===== src/rtl/adder_pkg.sv =====
// ----------------------------------------------------------------------------
// adder_pkg
//
// Shared definitions for the pipelined adder/subtractor:
//   - operation mode encodings driven on in_mode
//   - helpers that derive the pipeline depth from WIDTH/CHUNK and validate
//     that the operand width splits into whole slices
// ----------------------------------------------------------------------------
package adder_pkg;

    // Operation select carried on in_mode.
    localparam logic MODE_ADD = 1'b0;
    localparam logic MODE_SUB = 1'b1;

    // Number of CHUNK-bit slices (one pipeline stage each). Never returns 0,
    // so a degenerate configuration still elaborates far enough to report
    // the configuration error instead of failing on a zero-sized array.
    function automatic int unsigned calc_stages(input int unsigned width,
                                                input int unsigned chunk);
        if (chunk == 0 || width < chunk) begin
            return 1;
        end
        return width / chunk;
    endfunction

    // True when WIDTH is a non-zero whole multiple of CHUNK.
    function automatic bit chunk_fits(input int unsigned width,
                                      input int unsigned chunk);
        return (chunk != 0) && (width >= chunk) && ((width % chunk) == 0);
    endfunction

endpackage : adder_pkg


===== src/rtl/adder_stage.sv =====
// ----------------------------------------------------------------------------
// adder_stage
//
// One registered CHUNK-bit slice of the ripple-by-stage adder. Adds two
// operand chunks plus a carry-in and registers the sum chunk and the
// carry-out when en_i is high; holds otherwise.
//
// Ports:
//   clk_i    clock, rising edge
//   rst_i    asynchronous active-high reset, clears all registers
//   en_i     load enable (pipeline advance)
//   a_i      operand A chunk
//   b_i      operand B chunk (already inverted for subtraction)
//   cin_i    carry into this slice
//   sum_o    registered sum chunk
//   cout_o   registered carry out of this slice
//   cmsb_o   registered carry into the slice MSB (only when CaptureMsb),
//            used for signed overflow detection in the top slice
// ----------------------------------------------------------------------------
module adder_stage #(
    parameter int unsigned CHUNK      = 8,
    parameter bit          CaptureMsb = 1'b0
) (
    input  logic             clk_i,
    input  logic             rst_i,
    input  logic             en_i,
    input  logic [CHUNK-1:0] a_i,
    input  logic [CHUNK-1:0] b_i,
    input  logic             cin_i,
    output logic [CHUNK-1:0] sum_o,
    output logic             cout_o,
    output logic             cmsb_o
);

    // One extra bit captures the carry out of the slice.
    logic [CHUNK:0]   sum_w;
    logic [CHUNK-1:0] sum_q;
    logic             cout_q;

    assign sum_w = {1'b0, a_i} + {1'b0, b_i} + {{CHUNK{1'b0}}, cin_i};

    always_ff @(posedge clk_i or posedge rst_i) begin
        if (rst_i) begin
            sum_q  <= '0;
            cout_q <= 1'b0;
        end else if (en_i) begin
            sum_q  <= sum_w[CHUNK-1:0];
            cout_q <= sum_w[CHUNK];
        end
    end

    assign sum_o  = sum_q;
    assign cout_o = cout_q;

    if (CaptureMsb) begin : g_msb
        logic cmsb_w;
        logic cmsb_q;

        // The MSB sum bit is a ^ b ^ carry_in_to_msb, so the carry into the
        // MSB falls out of the slice sum without a second adder.
        assign cmsb_w = sum_w[CHUNK-1] ^ a_i[CHUNK-1] ^ b_i[CHUNK-1];

        always_ff @(posedge clk_i or posedge rst_i) begin
            if (rst_i) begin
                cmsb_q <= 1'b0;
            end else if (en_i) begin
                cmsb_q <= cmsb_w;
            end
        end

        assign cmsb_o = cmsb_q;
    end else begin : g_no_msb
        assign cmsb_o = 1'b0;
    end

endmodule : adder_stage


===== src/rtl/adder_pipe.sv =====
// ----------------------------------------------------------------------------
// adder_pipe
//
// Pipelined WIDTH-bit adder/subtractor. Operands are consumed one CHUNK-bit
// slice per stage, so the critical path is a single CHUNK-bit add regardless
// of WIDTH. Streams one operation per cycle with valid/ready backpressure on
// both sides; results leave in strict arrival order.
//
// Ports:
//   clk        clock, rising edge
//   rst        asynchronous active-high reset; drops all in-flight beats
//   in_valid   operand beat present
//   in_ready   beat accepted this cycle (= !out_valid || out_ready)
//   in_a/in_b  operands
//   in_mode    MODE_ADD (a+b) or MODE_SUB (a-b)
//   out_valid  result beat present
//   out_ready  consumer accepts the result beat
//   out_sum    result modulo 2^WIDTH
//   out_carry  carry out of a + (b ^ {WIDTH{mode}}) + mode (SUB: 1 = no borrow)
//   out_ovf    signed overflow
// ----------------------------------------------------------------------------
module adder_pipe
    import adder_pkg::*;
#(
    parameter int unsigned WIDTH = 32,
    parameter int unsigned CHUNK = 8
) (
    input  logic             clk,
    input  logic             rst,
    input  logic             in_valid,
    output logic             in_ready,
    input  logic [WIDTH-1:0] in_a,
    input  logic [WIDTH-1:0] in_b,
    input  logic             in_mode,
    output logic             out_valid,
    input  logic             out_ready,
    output logic [WIDTH-1:0] out_sum,
    output logic             out_carry,
    output logic             out_ovf
);

    localparam int unsigned STAGES = calc_stages(WIDTH, CHUNK);

    if (!chunk_fits(WIDTH, CHUNK)) begin : g_cfg_err
        $error("adder_pipe: WIDTH must be a non-zero multiple of CHUNK");
    end

    // ------------------------------------------------------------------------
    // Handshake: the whole pipeline moves in lockstep, so a single advance
    // signal gates every stage. This is the only in/out combinational path.
    // ------------------------------------------------------------------------
    logic adv;

    assign adv       = !out_valid || out_ready;
    assign in_ready  = adv;

    // Subtraction is a + ~b + 1; the +1 enters as the first slice carry-in.
    logic [WIDTH-1:0] bx_in;
    logic             cin0;

    assign bx_in = (in_mode == MODE_SUB) ? ~in_b : in_b;
    assign cin0  = (in_mode == MODE_SUB);

    // ------------------------------------------------------------------------
    // Per-stage state held in the top: valid chain, operands still to be
    // consumed by later slices, and result chunks already produced.
    // Stage k's slice sum/carry live inside its adder_stage instance.
    // ------------------------------------------------------------------------
    logic [STAGES-1:0] valid_q;
    logic [WIDTH-1:0]  a_q   [STAGES];
    logic [WIDTH-1:0]  bx_q  [STAGES];
    logic [WIDTH-1:0]  lo_q  [STAGES];
    logic [WIDTH-1:0]  res_w [STAGES];

    logic [CHUNK-1:0]  sum_w [STAGES];
    logic [STAGES-1:0] carry_w;
    logic [STAGES-1:0] cmsb_w;

    always_ff @(posedge clk or posedge rst) begin
        if (rst) begin
            valid_q <= '0;
            for (int unsigned k = 0; k < STAGES; k++) begin
                a_q[k]  <= '0;
                bx_q[k] <= '0;
                lo_q[k] <= '0;
            end
        end else if (adv) begin
            valid_q[0] <= in_valid;
            a_q[0]     <= in_a;
            bx_q[0]    <= bx_in;
            // Stage 0 has no completed chunks below it.
            lo_q[0]    <= '0;
            for (int unsigned k = 1; k < STAGES; k++) begin
                valid_q[k] <= valid_q[k-1];
                a_q[k]     <= a_q[k-1];
                bx_q[k]    <= bx_q[k-1];
                lo_q[k]    <= res_w[k-1];
            end
        end
    end

    // ------------------------------------------------------------------------
    // Slice datapath
    // ------------------------------------------------------------------------
    for (genvar k = 0; k < STAGES; k++) begin : g_stage
        logic [CHUNK-1:0] a_chunk;
        logic [CHUNK-1:0] b_chunk;
        logic             cin;

        if (k == 0) begin : g_first
            assign a_chunk = in_a[CHUNK-1:0];
            assign b_chunk = bx_in[CHUNK-1:0];
            assign cin     = cin0;
        end else begin : g_rest
            assign a_chunk = a_q[k-1][k*CHUNK +: CHUNK];
            assign b_chunk = bx_q[k-1][k*CHUNK +: CHUNK];
            assign cin     = carry_w[k-1];
        end

        adder_stage #(
            .CHUNK      (CHUNK),
            .CaptureMsb (k == STAGES - 1)
        ) u_stage (
            .clk_i  (clk),
            .rst_i  (rst),
            .en_i   (adv),
            .a_i    (a_chunk),
            .b_i    (b_chunk),
            .cin_i  (cin),
            .sum_o  (sum_w[k]),
            .cout_o (carry_w[k]),
            .cmsb_o (cmsb_w[k])
        );

        // Bits above chunk k are always zero in lo_q (they only ever come
        // from lower stages), so OR-ing in the new chunk is sufficient.
        assign res_w[k] = lo_q[k] | (WIDTH'(sum_w[k]) << (k * CHUNK));
    end

    // ------------------------------------------------------------------------
    // Outputs come straight from the last stage registers.
    // ------------------------------------------------------------------------
    assign out_valid = valid_q[STAGES-1];
    assign out_sum   = res_w[STAGES-1];
    assign out_carry = carry_w[STAGES-1];
    assign out_ovf   = cmsb_w[STAGES-1] ^ carry_w[STAGES-1];

endmodule : adder_pipe


===== config.mk =====
export PLATFORM = sky130hd
export DESIGN_NAME = adder_pipe
export DESIGN_NICKNAME = d
export VERILOG_FILES = /design/src/rtl/adder_pkg.sv /design/src/rtl/adder_stage.sv /design/src/rtl/adder_pipe.sv
export SDC_FILE = /design/constraint.sdc
export NUM_CORES = 1
export LEC_CHECK = 0
export CAP_MARGIN = 25
export CORE_MARGIN = 2
export CORE_UTILIZATION = 60
export CTS_BUF_LIST = sky130_fd_sc_hd__clkbuf_2 sky130_fd_sc_hd__clkbuf_4 sky130_fd_sc_hd__clkbuf_8
export CTS_CLUSTER_DIAMETER = 60
export DETAILED_ROUTE_END_ITERATION = 8
export GPL_TIMING_DRIVEN = 0
export PLACE_DENSITY = 0.84
export SLEW_MARGIN = 20
export SYNTH_ARGS = -nofsm -noshare
export SYNTH_HDL_FRONTEND = slang
export SYNTH_HIERARCHICAL = 1
export SYNTH_SLANG_ARGS = --single-unit

===== constraint.sdc =====
create_clock -name clk -period 16.4 [get_ports clk]
set_clock_uncertainty 0.2 [all_clocks]
set_input_delay 3.28 -clock clk [delete_from_list [all_inputs] [get_ports clk]]
set_output_delay 3.28 -clock clk [all_outputs]
set_load 0.05 [all_outputs]

==> results.sh <==
export IMPL_cap_violations=0
export IMPL_hold_path_class="reg -> reg"
export IMPL_drive_gt1_frac=0.342
export IMPL_hpwl_um=13200
export IMPL_post_cts_resized=0
export IMPL_status="complete, no violations"
export IMPL_syn_nets=770
export IMPL_fmax_ghz=0.113
export IMPL_numCtsBuffers=17
export IMPL_post_route_period_util=0.538
export IMPL_start_kind="input pin"
export IMPL_postRouteAntennaNets=0
export IMPL_num_fill_cells=1004
export IMPL_antenna_cells=0
export IMPL_multiInputGateArea_um2=4240
export IMPL_vias_per_cell=5.65
export IMPL_final_cells=989
export IMPL_peakVddDrop_uv=107
export IMPL_finalPower_mw=2.31
export IMPL_io_pins=105
export IMPL_crit_path_end_kind="output port"
export IMPL_postCtsHoldBufs=0
export IMPL_vias=5583
export IMPL_synthCells=665
export IMPL_max_stage_delay_ps=850
export IMPL_holdWs_ps=296
export IMPL_rsz0062_at_grt="false"
export IMPL_overflow=0
export IMPL_cp_max_fo=17
export IMPL_dp_cells=958
export IMPL_cts_reportedPaths_clkPinSlew_ps=90
export IMPL_row_count=45
export IMPL_cts_sinks=185
export IMPL_port_buffers=104
export IMPL_dr_pass1_iters=4
export IMPL_critPathMostFrequentCell="buf_6"
export IMPL_worst_path_buf_inv=5
export IMPL_netlist_area_um2=9360
export IMPL_slew_violations=0
export IMPL_min_period_ps=8820
export IMPL_slew_headroom=0.655
export IMPL_dieArea_um2=16600
export IMPL_nets=894
export IMPL_criticalPathCategory="in -> out"
export IMPL_place_congestion=0.859
export IMPL_grt_pass1_vias=5861
export IMPL_avgSynthCellArea_um2=14.1
export IMPL_avgRoutedWirePerCell_um=18.4
export IMPL_drt_wl_total_um=18200
export IMPL_cts_root_buf="clkbuf_8"
export IMPL_cp_cell_sequence="clkdlybuf4s50_1 > nand2b_4 > buf_6 > buf_6 > buf_6 > clkdlybuf4s50_1"
export IMPL_cts_tree="yes"
export IMPL_finalHoldViolCount=0
export IMPL_critPathTopFamily="buffers and inverters"
export IMPL_grt_pass1_wl_um=29900
export IMPL_worstPathRequired_ps=12920
export IMPL_clock_path_buffers=2
export IMPL_pwr_density_cell_nw_per_um2=208
export IMPL_cts_setup_buffers=0
export IMPL_ctsHtreeMaxLevel=4
export IMPL_antenna_found_initial=0
export IMPL_worstSkewPairLatency_ps=480
export IMPL_timing_setup_tns_ps=0
export IMPL_die_w_um=129
export IMPL_drc=0
export IMPL_critPathSlowestCell="clkdlybuf4s50_1"
export IMPL_grt_max_degree=108
export IMPL_fp_dieH_um=129
export IMPL_leakagePower_nw=5.15
export IMPL_register_area_um2=4630
export IMPL_core_area_um2=15200
export IMPL_worst_ep_arrival_time_ps=5340
export IMPL_syn2layout_area_growth_pct=18.6
export IMPL_yosysWarnings=6
export IMPL_track_usage=0.234
export IMPL_worst_pin_slew_ps=518
export IMPL_start_util=0.616
export IMPL_detail_route_iter0_violations=382
export IMPL_setup_viol=0
## layout by cell type (no fill, tap or decap), drive strengths merged, types with 2 or more instances in the layout
| cell | n |
|---|---|
| nand3 | 3 |
| nand2b | 3 |
| nand4b | 3 |
| nor3b | 3 |
| clkdlybuf4s50 | 104 |
| or3b | 2 |
| o31ai | 4 |
| a211oi | 15 |
| xnor2 | 12 |
| a21oi | 18 |
| o21bai | 2 |
| mux2i | 6 |
| ha | 28 |
| nor2b | 3 |
| inv | 16 |
| a21o | 8 |
| nand2 | 18 |
| bufinv | 3 |
| nor2 | 21 |
| or2b | 3 |
| xor2 | 34 |
| buf | 56 |
| clkinvlp | 2 |
| clkbuf | 24 |
| o221ai | 3 |
| o21ai | 29 |
| mux2 | 162 |
| fa | 8 |
| dfrtp | 185 |
| nor4 | 2 |
| clkinv | 2 |
| o32ai | 3 |
| o22ai | 9 |
## registers in the layout (all words and copies together) (netlist names)
signal                  count
bx_q                       48
g_stage.u_stage/cout_o      4
lo_q                       48
g_stage.u_stage/cmsb_o      1
a_q                        48
valid_q                     4
g_stage.u_stage/sum_o      32
## power by group
group	switching [mW]	internal [mW]
Clock	0.154	0.171
Sequential	0.132	0.663
Combinational	0.577	0.609
## worst paths after layout
kind | start | end | slack (ps) | depth (start not counted)
max in group asynchronous | rst | a_q[111] | 11970 | 3
hold reg to reg | valid_q[2] | valid_q[3] | 300 | 1
setup reg to reg | a_q[104] | g_stage[1].u_stage/sum_o[6] | 13690 | 6
hold / removal | valid_q[2] | valid_q[3] | 300 | 1
min in group asynchronous | rst | lo_q[69] | 3240 | 2
setup / recovery | out_ready | in_ready | 7580 | 6
## layer usage
metal	track usage	wire length, um	vias up
met5	0	0	-
met4	0.0959	380	0
met3	0.0416	794	35
met2	0.391	9110	145
met1	0.307	7940	2824
li1	-	-	2579
## per-stage QoR
stage	worst slack, ps	instance area [um2]	util
final	7580	11100	0.730
after global routing	7550	11100	0.730
after CTS	7580	11100	0.730
after detailed placement	7590	10700	0.702
after global placement	7070	10600	0.700
after floorplan	8940	9360	-
## cell type report
class,instances,share of cell area
inverters,16,0.00609
repair buffers,105,0.0962
plain buffers,55,0.0389
well taps,188,0.0212
clock inverters,7,0.0104
clock buffers,24,0.0281
flip-flops and latches,185,0.417
multi-input cells,409,0.382
Note: power is estimated with default switching activity, not from simulation.
